$ cat src/rtl/mw_stage.sv
// Memory stage and M/W pipeline register: drives the data bus, checks address
// exceptions for CP0, extends load data and registers results into Writeback.
module mw_stage #(
  parameter logic [31:0] RESET_PC = 32'h0000_3000,
  parameter logic [31:0] DM_TOP   = 32'h0000_2FFF
) (
  input  logic        clk,
  input  logic        reset,
  input  logic [31:0] M_PC,
  input  logic [31:0] M_ins,
  input  logic [31:0] M_alu_res,
  input  logic [31:0] M_mlu_res,
  input  logic [31:0] M_rt_data,
  input  logic [31:0] M_cp0_rd,
  input  logic [3:0]  M_mem_op,
  input  logic        M_addr_ov,
  input  logic        stall,
  input  logic        flush,
  output logic [31:0] m_data_addr,
  output logic [31:0] m_data_wdata,
  output logic [3:0]  m_data_byteen,
  input  logic [31:0] m_data_rdata,
  output logic [4:0]  M_exc_code,
  output logic [31:0] W_PC,
  output logic [31:0] W_ins,
  output logic [31:0] W_alu_res,
  output logic [31:0] W_mlu_res,
  output logic [31:0] W_mem_read,
  output logic [31:0] W_cp0_rd
);

  localparam logic [3:0] OP_LW  = 4'd1;
  localparam logic [3:0] OP_LH  = 4'd2;
  localparam logic [3:0] OP_LHU = 4'd3;
  localparam logic [3:0] OP_LB  = 4'd4;
  localparam logic [3:0] OP_LBU = 4'd5;
  localparam logic [3:0] OP_SW  = 4'd6;
  localparam logic [3:0] OP_SH  = 4'd7;
  localparam logic [3:0] OP_SB  = 4'd8;

  logic        is_load_s, is_store_s, word_s, half_s;
  logic        in_dm_s, in_tmr_s, fault_s;
  logic [4:0]  exc_s;
  logic [3:0]  byteen_s;
  logic [31:0] wdata_s, load_s;
  logic [15:0] half_sel_s;
  logic [7:0]  byte_sel_s;
  logic [1:0]  off_s;

  assign off_s       = M_alu_res[1:0];
  assign m_data_addr = M_alu_res;
  assign M_exc_code  = exc_s;

  // Decode access class and width from the memory opcode
  always_comb begin
    is_load_s  = 1'b0;
    is_store_s = 1'b0;
    word_s     = 1'b0;
    half_s     = 1'b0;
    case (M_mem_op)
      OP_LW:         begin is_load_s  = 1'b1; word_s = 1'b1; end
      OP_LH, OP_LHU: begin is_load_s  = 1'b1; half_s = 1'b1; end
      OP_LB, OP_LBU: begin is_load_s  = 1'b1; end
      OP_SW:         begin is_store_s = 1'b1; word_s = 1'b1; end
      OP_SH:         begin is_store_s = 1'b1; half_s = 1'b1; end
      OP_SB:         begin is_store_s = 1'b1; end
      default:       begin is_load_s  = 1'b0; end
    endcase
  end

  // Address legality; timers accept only full-word access and their offset 8 is read-only
  always_comb begin
    in_dm_s  = (M_alu_res <= DM_TOP);
    in_tmr_s = ((M_alu_res >= 32'h0000_7F00) && (M_alu_res <= 32'h0000_7F0B)) ||
               ((M_alu_res >= 32'h0000_7F10) && (M_alu_res <= 32'h0000_7F1B));
    fault_s  = (word_s && (off_s != 2'b00)) ||
               (half_s && off_s[0]) ||
               !(in_dm_s || in_tmr_s) ||
               M_addr_ov ||
               (in_tmr_s && !word_s) ||
               (is_store_s && in_tmr_s && (M_alu_res[3:0] == 4'h8));
    if (fault_s && is_load_s) begin
      exc_s = 5'd4;
    end else if (fault_s && is_store_s) begin
      exc_s = 5'd5;
    end else begin
      exc_s = 5'd0;
    end
  end

  // Store lane placement
  always_comb begin
    byteen_s = 4'b0000;
    wdata_s  = 32'h0000_0000;
    case (M_mem_op)
      OP_SW: begin
        byteen_s = 4'b1111;
        wdata_s  = M_rt_data;
      end
      OP_SH: begin
        byteen_s = 4'b0011 << {off_s[1], 1'b0};
        wdata_s  = {2{M_rt_data[15:0]}};
      end
      OP_SB: begin
        byteen_s = 4'b0001 << off_s;
        wdata_s  = {4{M_rt_data[7:0]}};
      end
      default: begin
        byteen_s = 4'b0000;
        wdata_s  = 32'h0000_0000;
      end
    endcase
  end

  // The write only happens in the cycle M actually advances without a fault
  always_comb begin
    m_data_wdata = wdata_s;
    if ((exc_s == 5'd0) && !flush && !stall && reset) begin
      m_data_byteen = byteen_s;
    end else begin
      m_data_byteen = 4'b0000;
    end
  end

  // Load lane selection and extension
  always_comb begin
    half_sel_s = off_s[1] ? m_data_rdata[31:16] : m_data_rdata[15:0];
    case (off_s)
      2'd0:    byte_sel_s = m_data_rdata[7:0];
      2'd1:    byte_sel_s = m_data_rdata[15:8];
      2'd2:    byte_sel_s = m_data_rdata[23:16];
      2'd3:    byte_sel_s = m_data_rdata[31:24];
      default: byte_sel_s = 8'h00;
    endcase
    case (M_mem_op)
      OP_LW:   load_s = m_data_rdata;
      OP_LH:   load_s = {{16{half_sel_s[15]}}, half_sel_s};
      OP_LHU:  load_s = {16'h0000, half_sel_s};
      OP_LB:   load_s = {{24{byte_sel_s[7]}}, byte_sel_s};
      OP_LBU:  load_s = {24'h00_0000, byte_sel_s};
      default: load_s = 32'h0000_0000;
    endcase
  end

  // M/W register: reset > flush > stall > advance; faulting instructions become bubbles
  always_ff @(posedge clk) begin
    if (!reset) begin
      W_PC       <= RESET_PC;
      W_ins      <= 32'h0000_0000;
      W_alu_res  <= 32'h0000_0000;
      W_mlu_res  <= 32'h0000_0000;
      W_mem_read <= 32'h0000_0000;
      W_cp0_rd   <= 32'h0000_0000;
    end else if (flush || (!stall && (exc_s != 5'd0))) begin
      W_PC       <= M_PC;
      W_ins      <= 32'h0000_0000;
      W_alu_res  <= 32'h0000_0000;
      W_mlu_res  <= 32'h0000_0000;
      W_mem_read <= 32'h0000_0000;
      W_cp0_rd   <= 32'h0000_0000;
    end else if (stall) begin
      W_PC       <= W_PC;
      W_ins      <= W_ins;
      W_alu_res  <= W_alu_res;
      W_mlu_res  <= W_mlu_res;
      W_mem_read <= W_mem_read;
      W_cp0_rd   <= W_cp0_rd;
    end else begin
      W_PC       <= M_PC;
      W_ins      <= M_ins;
      W_alu_res  <= M_alu_res;
      W_mlu_res  <= M_mlu_res;
      W_mem_read <= load_s;
      W_cp0_rd   <= M_cp0_rd;
    end
  end

endmodule

$ cat config.mk
export PLATFORM = sky130hd
export DESIGN_NAME = mw_stage
export DESIGN_NICKNAME = d
export VERILOG_FILES = /design/src/rtl/mw_stage.sv
export SDC_FILE = /design/constraint.sdc
export NUM_CORES = 1
export LEC_CHECK = 0
export CORE_AREA = 5 5 189 191
export DETAILED_ROUTE_END_ITERATION = 8
export DIE_AREA = 0 0 194 196
export PLACE_DENSITY = 0.57
export SYNTH_ARGS = -nofsm -noshare
export SYNTH_HDL_FRONTEND = slang
export SYNTH_SLANG_ARGS = --single-unit
$ cat constraint.sdc
create_clock -name clk -period 9.9 [get_ports clk]
set_clock_uncertainty 0.15 [all_clocks]
set_input_delay 2.97 -clock clk [delete_from_list [all_inputs] [get_ports clk]]
set_output_delay 2.97 -clock clk [all_outputs]
set_load 0.005 [all_outputs]
* After elaboration in Yosys (flattened, before gate mapping)
Cells that the tools add are included.
** Operators by class
- Shift operators :: 2
- Equal/unequal tests :: 13
- Muxes and demuxes :: 14
- Bitwise logic cells :: 1
- Order comparisons :: 5
- Reduce and logical (&&, ||, !) cells :: 34
** Operators with widths (count)
- case mux 32 bit (5 select lines) :: 1
- case mux 32 bit (3 select lines) :: 1
- greater-or-equal comparator 32 x 15 -> 1 bit, second input constant :: 2
- less-or-equal comparator 32 x 15 -> 1 bit, second input constant :: 2
- two-way mux 32 bit :: 2
- less-or-equal comparator 32 x 14 -> 1 bit, second input constant :: 1
- case mux 8 bit (4 select lines) :: 1
- == test 4 x 3 -> 1 bit, second input constant :: 4
- two-way mux 16 bit :: 1
- logical AND 1 bit :: 13
- case mux 4 bit (3 select lines) :: 1
- == test 4 x 2 -> 1 bit, second input constant :: 2
- == test 4 bit, second input constant :: 2
- logical OR 1 bit :: 8
- two-way mux 3 bit :: 2
- OR reduction 3 bit :: 2
- zero test 5 bit :: 1
- nonzero test 5 bit :: 1
- OR reduction 5 bit :: 1
- == test 2 bit, second input constant :: 2
- == test 4 x 1 -> 1 bit, second input constant :: 1
- zero test 1 bit :: 4
- two-way mux 1 bit :: 4
- two-way mux 4 bit :: 1
- other kinds (8) :: 9
** Word-level totals
- Output and inout port bits :: 265
- Register bits after elaboration :: 192
- Input bits :: 233

* Logic depth before layout (Yosys ltp)
- Depth in word-level cells :: 17
- Gate-level depth with buffers :: 9
- Mapped depth without buffers :: 5

* Least setup slack after synthesis
OpenSTA, ideal clock, no wires.
- Path kind :: input to output
- Start :: input M_mem_op[1]
- End :: output m_data_byteen[2]
- Setup slack :: 2346 ps
- Arrival :: 4434 ps
- Path buffers :: 2
- Stages on the path :: 6
- Data required time :: 6780 ps
- Cell sequence :: clkbuf_1 > clkbuf_1 > nand2_1 > nor2_1 > o21ai_0 > nor3_1
** Between the ends
- Longest elaborated chain between the ends :: 17
** Ends and longest elaborated chain
- start: declaration :: line 15 : input logic [3:0] M_mem_op,
- == test 4 x 2 -> 1 bit, or another cell as far along :: line 60 : case (M_mem_op)
- OR reduction 3 bit (no source line) or OR reduction 2 bit (tied branches)
- two-way mux 1 bit :: line 60
- logical AND 1 bit, on equally long branches :: line 77, 76
- logical OR 1 bit :: line 76 : fault_s = (word_s && (off_s != 2'b00)) ||
- logical OR 1 bit :: line 77 : (half_s && off_s[0]) ||
- logical OR 1 bit :: line 78 : !(in_dm_s || in_tmr_s) ||
- logical OR 1 bit :: line 79 : M_addr_ov ||
- logical OR 1 bit :: line 80 : (in_tmr_s && !word_s) ||
- logical AND 1 bit :: line 84 : end else if (fault_s && is_store_s) begin
- two-way mux 3 bit :: line 84
- two-way mux 3 bit :: line 82 : if (fault_s && is_load_s) begin
- zero test 5 bit :: line 118 : if ((exc_s == 5'd0) && !flush && !stall && reset) begin
- logical AND 1 bit (3 in series) :: line 118
- two-way mux 4 bit * :: line 118
- end: declaration :: line 21 : output logic [3:0] m_data_byteen,
Every way passes the cells marked *; elsewhere a longest branch is shown, timed or not.

* Worst setup path in the final report
- Start :: input M_alu_res[14]
- End :: output m_data_byteen[0]
** Between the ends
- Longest elaborated chain between the ends :: 17
** Ends and longest elaborated chain
- start: declaration :: line 11 : input logic [31:0] M_alu_res,
- greater-or-equal comparator 32 x 15 -> 1 bit, or another cell as far along :: line 74 : in_tmr_s = ((M_alu_res >= 32'h0000_7F00) && (M_alu_res <= 32'h0000_7F0B)) ||
- logical AND 1 bit, on equally long branches :: line 74, 75
- logical OR 1 bit :: line 74
- logical OR 1 bit :: line 78
- zero test 1 bit :: line 78
- logical OR 1 bit :: line 77
- logical OR 1 bit :: line 78
- logical OR 1 bit :: line 79
- logical OR 1 bit * :: line 80
- logical AND 1 bit :: line 84
- two-way mux 3 bit :: line 84
- two-way mux 3 bit * :: line 82
- zero test 5 bit * :: line 118
- logical AND 1 bit * (3 in series) :: line 118
- two-way mux 4 bit * :: line 118
Marked as above.

==> reports/metrics.cfg <==
[sta]
maxSlewHeadroom_pct=34.42
setup_viol=0
setup-tns-final_ps=0
hold_viol_final=0
worst_pin_slew_ps=980.1
fin_crit_sh_pct=92.21
max_freq_mhz=109.5
fin_crit_ps=9129
fin_ws_ps=771.2
rsz0062_at_grt=no
maxSlewViolCount=0

[routing]
vias_per_cell=4.679
drtPass1Iterations=5
drt_iter0_markers=301
routed_wl_mm=37.71
drt.antenna.violating_nets=0
route.detailed.drc=0
wl_per_cell_um=20.60
vias=8562

[synthesis]
synth.top_cell.area_share_pct=44.27
ys_ff_latch=192
yosysSeqAreaShare_pct=44.27
synth_area_mm2=0.008683
ys_warn_count=0
synth_area_per_cell_um2=9.140
ys_top_cells_by_area=dfxtp_1 (44%), mux2i_1 (17%), nor3_1 (8.6%), nand2_1 (5.8%), buf_4 (3.6%)
synthCells=950
async_flop_share_pct=0
synth_enable_flop_cells=0
synth_top_area_cell=dfxtp_1
ys_types=46
yosys_most_used_dff=dfxtp_1

[critical_path]
path_cells=clkdlybuf4s50_1 > nand4b_1 > nor4b_1 > a31o_2 > a21oi_1 > nor3_1 > clkdlybuf4s50_1
critPathBufInv=2
crit_arrival_ps=6010
slowest_delay_ps=730
critPathLaunchType=primary input
slowest_stage=nor4b_1
crit_path_frequent_cell=clkdlybuf4s50_1
critPathRequiredTime_ps=6780
worstPathMaxFanout=10
cp-end-kind=primary output
critical_path.top_delay_family=simple AND/OR/NAND/NOR gates
criticalPathCategory=in2out

[global_routing]
grt_pass1_wl_mm=55.70
track_usage_pct=18.91
grt.overflow.total=0
antenna_found_initial=4
grt_max_degree=74
grt_pass1_vias=8783

[cells_and_area]
mostFrequentLayoutCells=clkdlybuf4s50_1 (493), dfxtp_1 (192), nor3_1 (149)
nets=1594
drive_gt1_share_pct=4.731
final_common_cell=clkdlybuf4s50_1
synthToLayoutAreaGrowth_pct=65.14
stdcell_count=1830

[power_and_ir_drop]
p_per_area_mw_per_mm2=130.6
p_leak_nw=5.322
ir_drop_uv=113.8
fin_total_pwr_w=0.001873

[clock_network]
cts_tree=yes
clockBufferDepth=2
worst_skew_pair.late_latency_ps=440
clk_pin_slew_worst_paths_ps=70
cts_resized=0
numCtsBuffers=17
postCtsHoldBufs=0
cts-htree-levels=4
cts_setup_buffers=0
cts-root-buf=clkbuf_16
clock-sinks=192

[place]
dp_hpwl_mm=28.74
pre_cts_ws_ps=768.4
gp_congestion=0.8128
dp.cells=1797
io_buffers=494

[run_status]
status=complete, no violations

[min_path]
holdCritPathClass=reg2reg

[floorplanning]
die_h_um=196
placeableCoreArea_mm2=0.03395
boundaryPins=498
die_w_um=194
start_util_pct=25.58
die_area_mm2=0.03802
num_rows=68

[job]
drv_cap=0

-- area by class of cell --
class	count	area, um2
clock buffers	18	439.2
inverters	4	15.01
clock inverters	14	167.7
flip-flops and latches	192	3844
repair buffers	511	5076
well taps	455	569.3
diodes	1	2.502
fillers	3331	19610
multi-input cells	635	4227
-- worst register-to-register path, stage by stage (launching register included) --
cell and delay (ps):
dfxtp_1 360, a221oi_1 530, nor3_1 90
-- routing by layer --
metal	vias to the layer above	GRT usage [%]	wire, um
li1	4167	-	-
met1	4010	22.43	15750
met2	337	32.40	18220
met3	42	6.886	2985
met4	6	5.260	711
met5	-	0	40
-- worst paths after layout --
kind / start / endpoint / slack [ps] / cells past startpoint
worst max-delay path: M_alu_res[14] / m_data_byteen[0] / 770 / 7
worst min-delay path: W_PC[1] / W_PC[1] / 310 / 2
worst max register to register: W_mem_read[8] / W_mem_read[8] / 8620 / 2
worst min register to register: W_PC[1] / W_PC[1] / 310 / 2
-- per-stage QoR --
| stage | area, um2 | hold slack [ps] | utilization [%] |
|---|---|---|---|
| 4_1_cts | 14340 | 314.1 | 42.23 |
| 3_3_place_gp | 13730 | 298.8 | 40.45 |
| 6_report | 14340 | 311.6 | 42.24 |
| 2_1_floorplan | 8691 | 307.4 | - |
| 5_1_grt | 14340 | 332.3 | 42.24 |
| 3_5_place_dp | 13730 | 303.9 | 40.45 |
-- power by group --
part | switching [W] | internal (W) | leakage (nW)
clock network | 0.000356 | 0.000370 | 0.294
logic | 0.000144 | 0.000195 | 3.46
registers | 0.0000124 | 0.000796 | 1.56
-- flip-flops by register name (all words and copies together), names as in the netlist --
register,flops
W_cp0_rd,32
W_PC,32
W_ins,32
W_mlu_res,32
W_alu_res,32
W_mem_read,32
-- Yosys cell counts (11+ instances only) --
| cell | number |
|---|---|
| a211oi_1 | 18 |
| clkbuf_1 | 66 |
| nand2_1 | 135 |
| buf_4 | 42 |
| mux2i_1 | 148 |
| dfxtp_1 | 192 |
| o21ai_0 | 11 |
| nor2b_1 | 14 |
| a21boi_0 | 30 |
| nor3_1 | 149 |
| a21oi_1 | 14 |
| a21o_1 | 17 |
-- cells by family after synthesis --
family / after synthesis / synth area share (%)
other cells: 1 / 0.04319
simple gates: 332 / 18.03
buf+inv: 125 / 7.349
compound gates: 143 / 11.96
mux: 157 / 18.36
flops: 192 / 44.27
(Power assumes the default switching activity.)
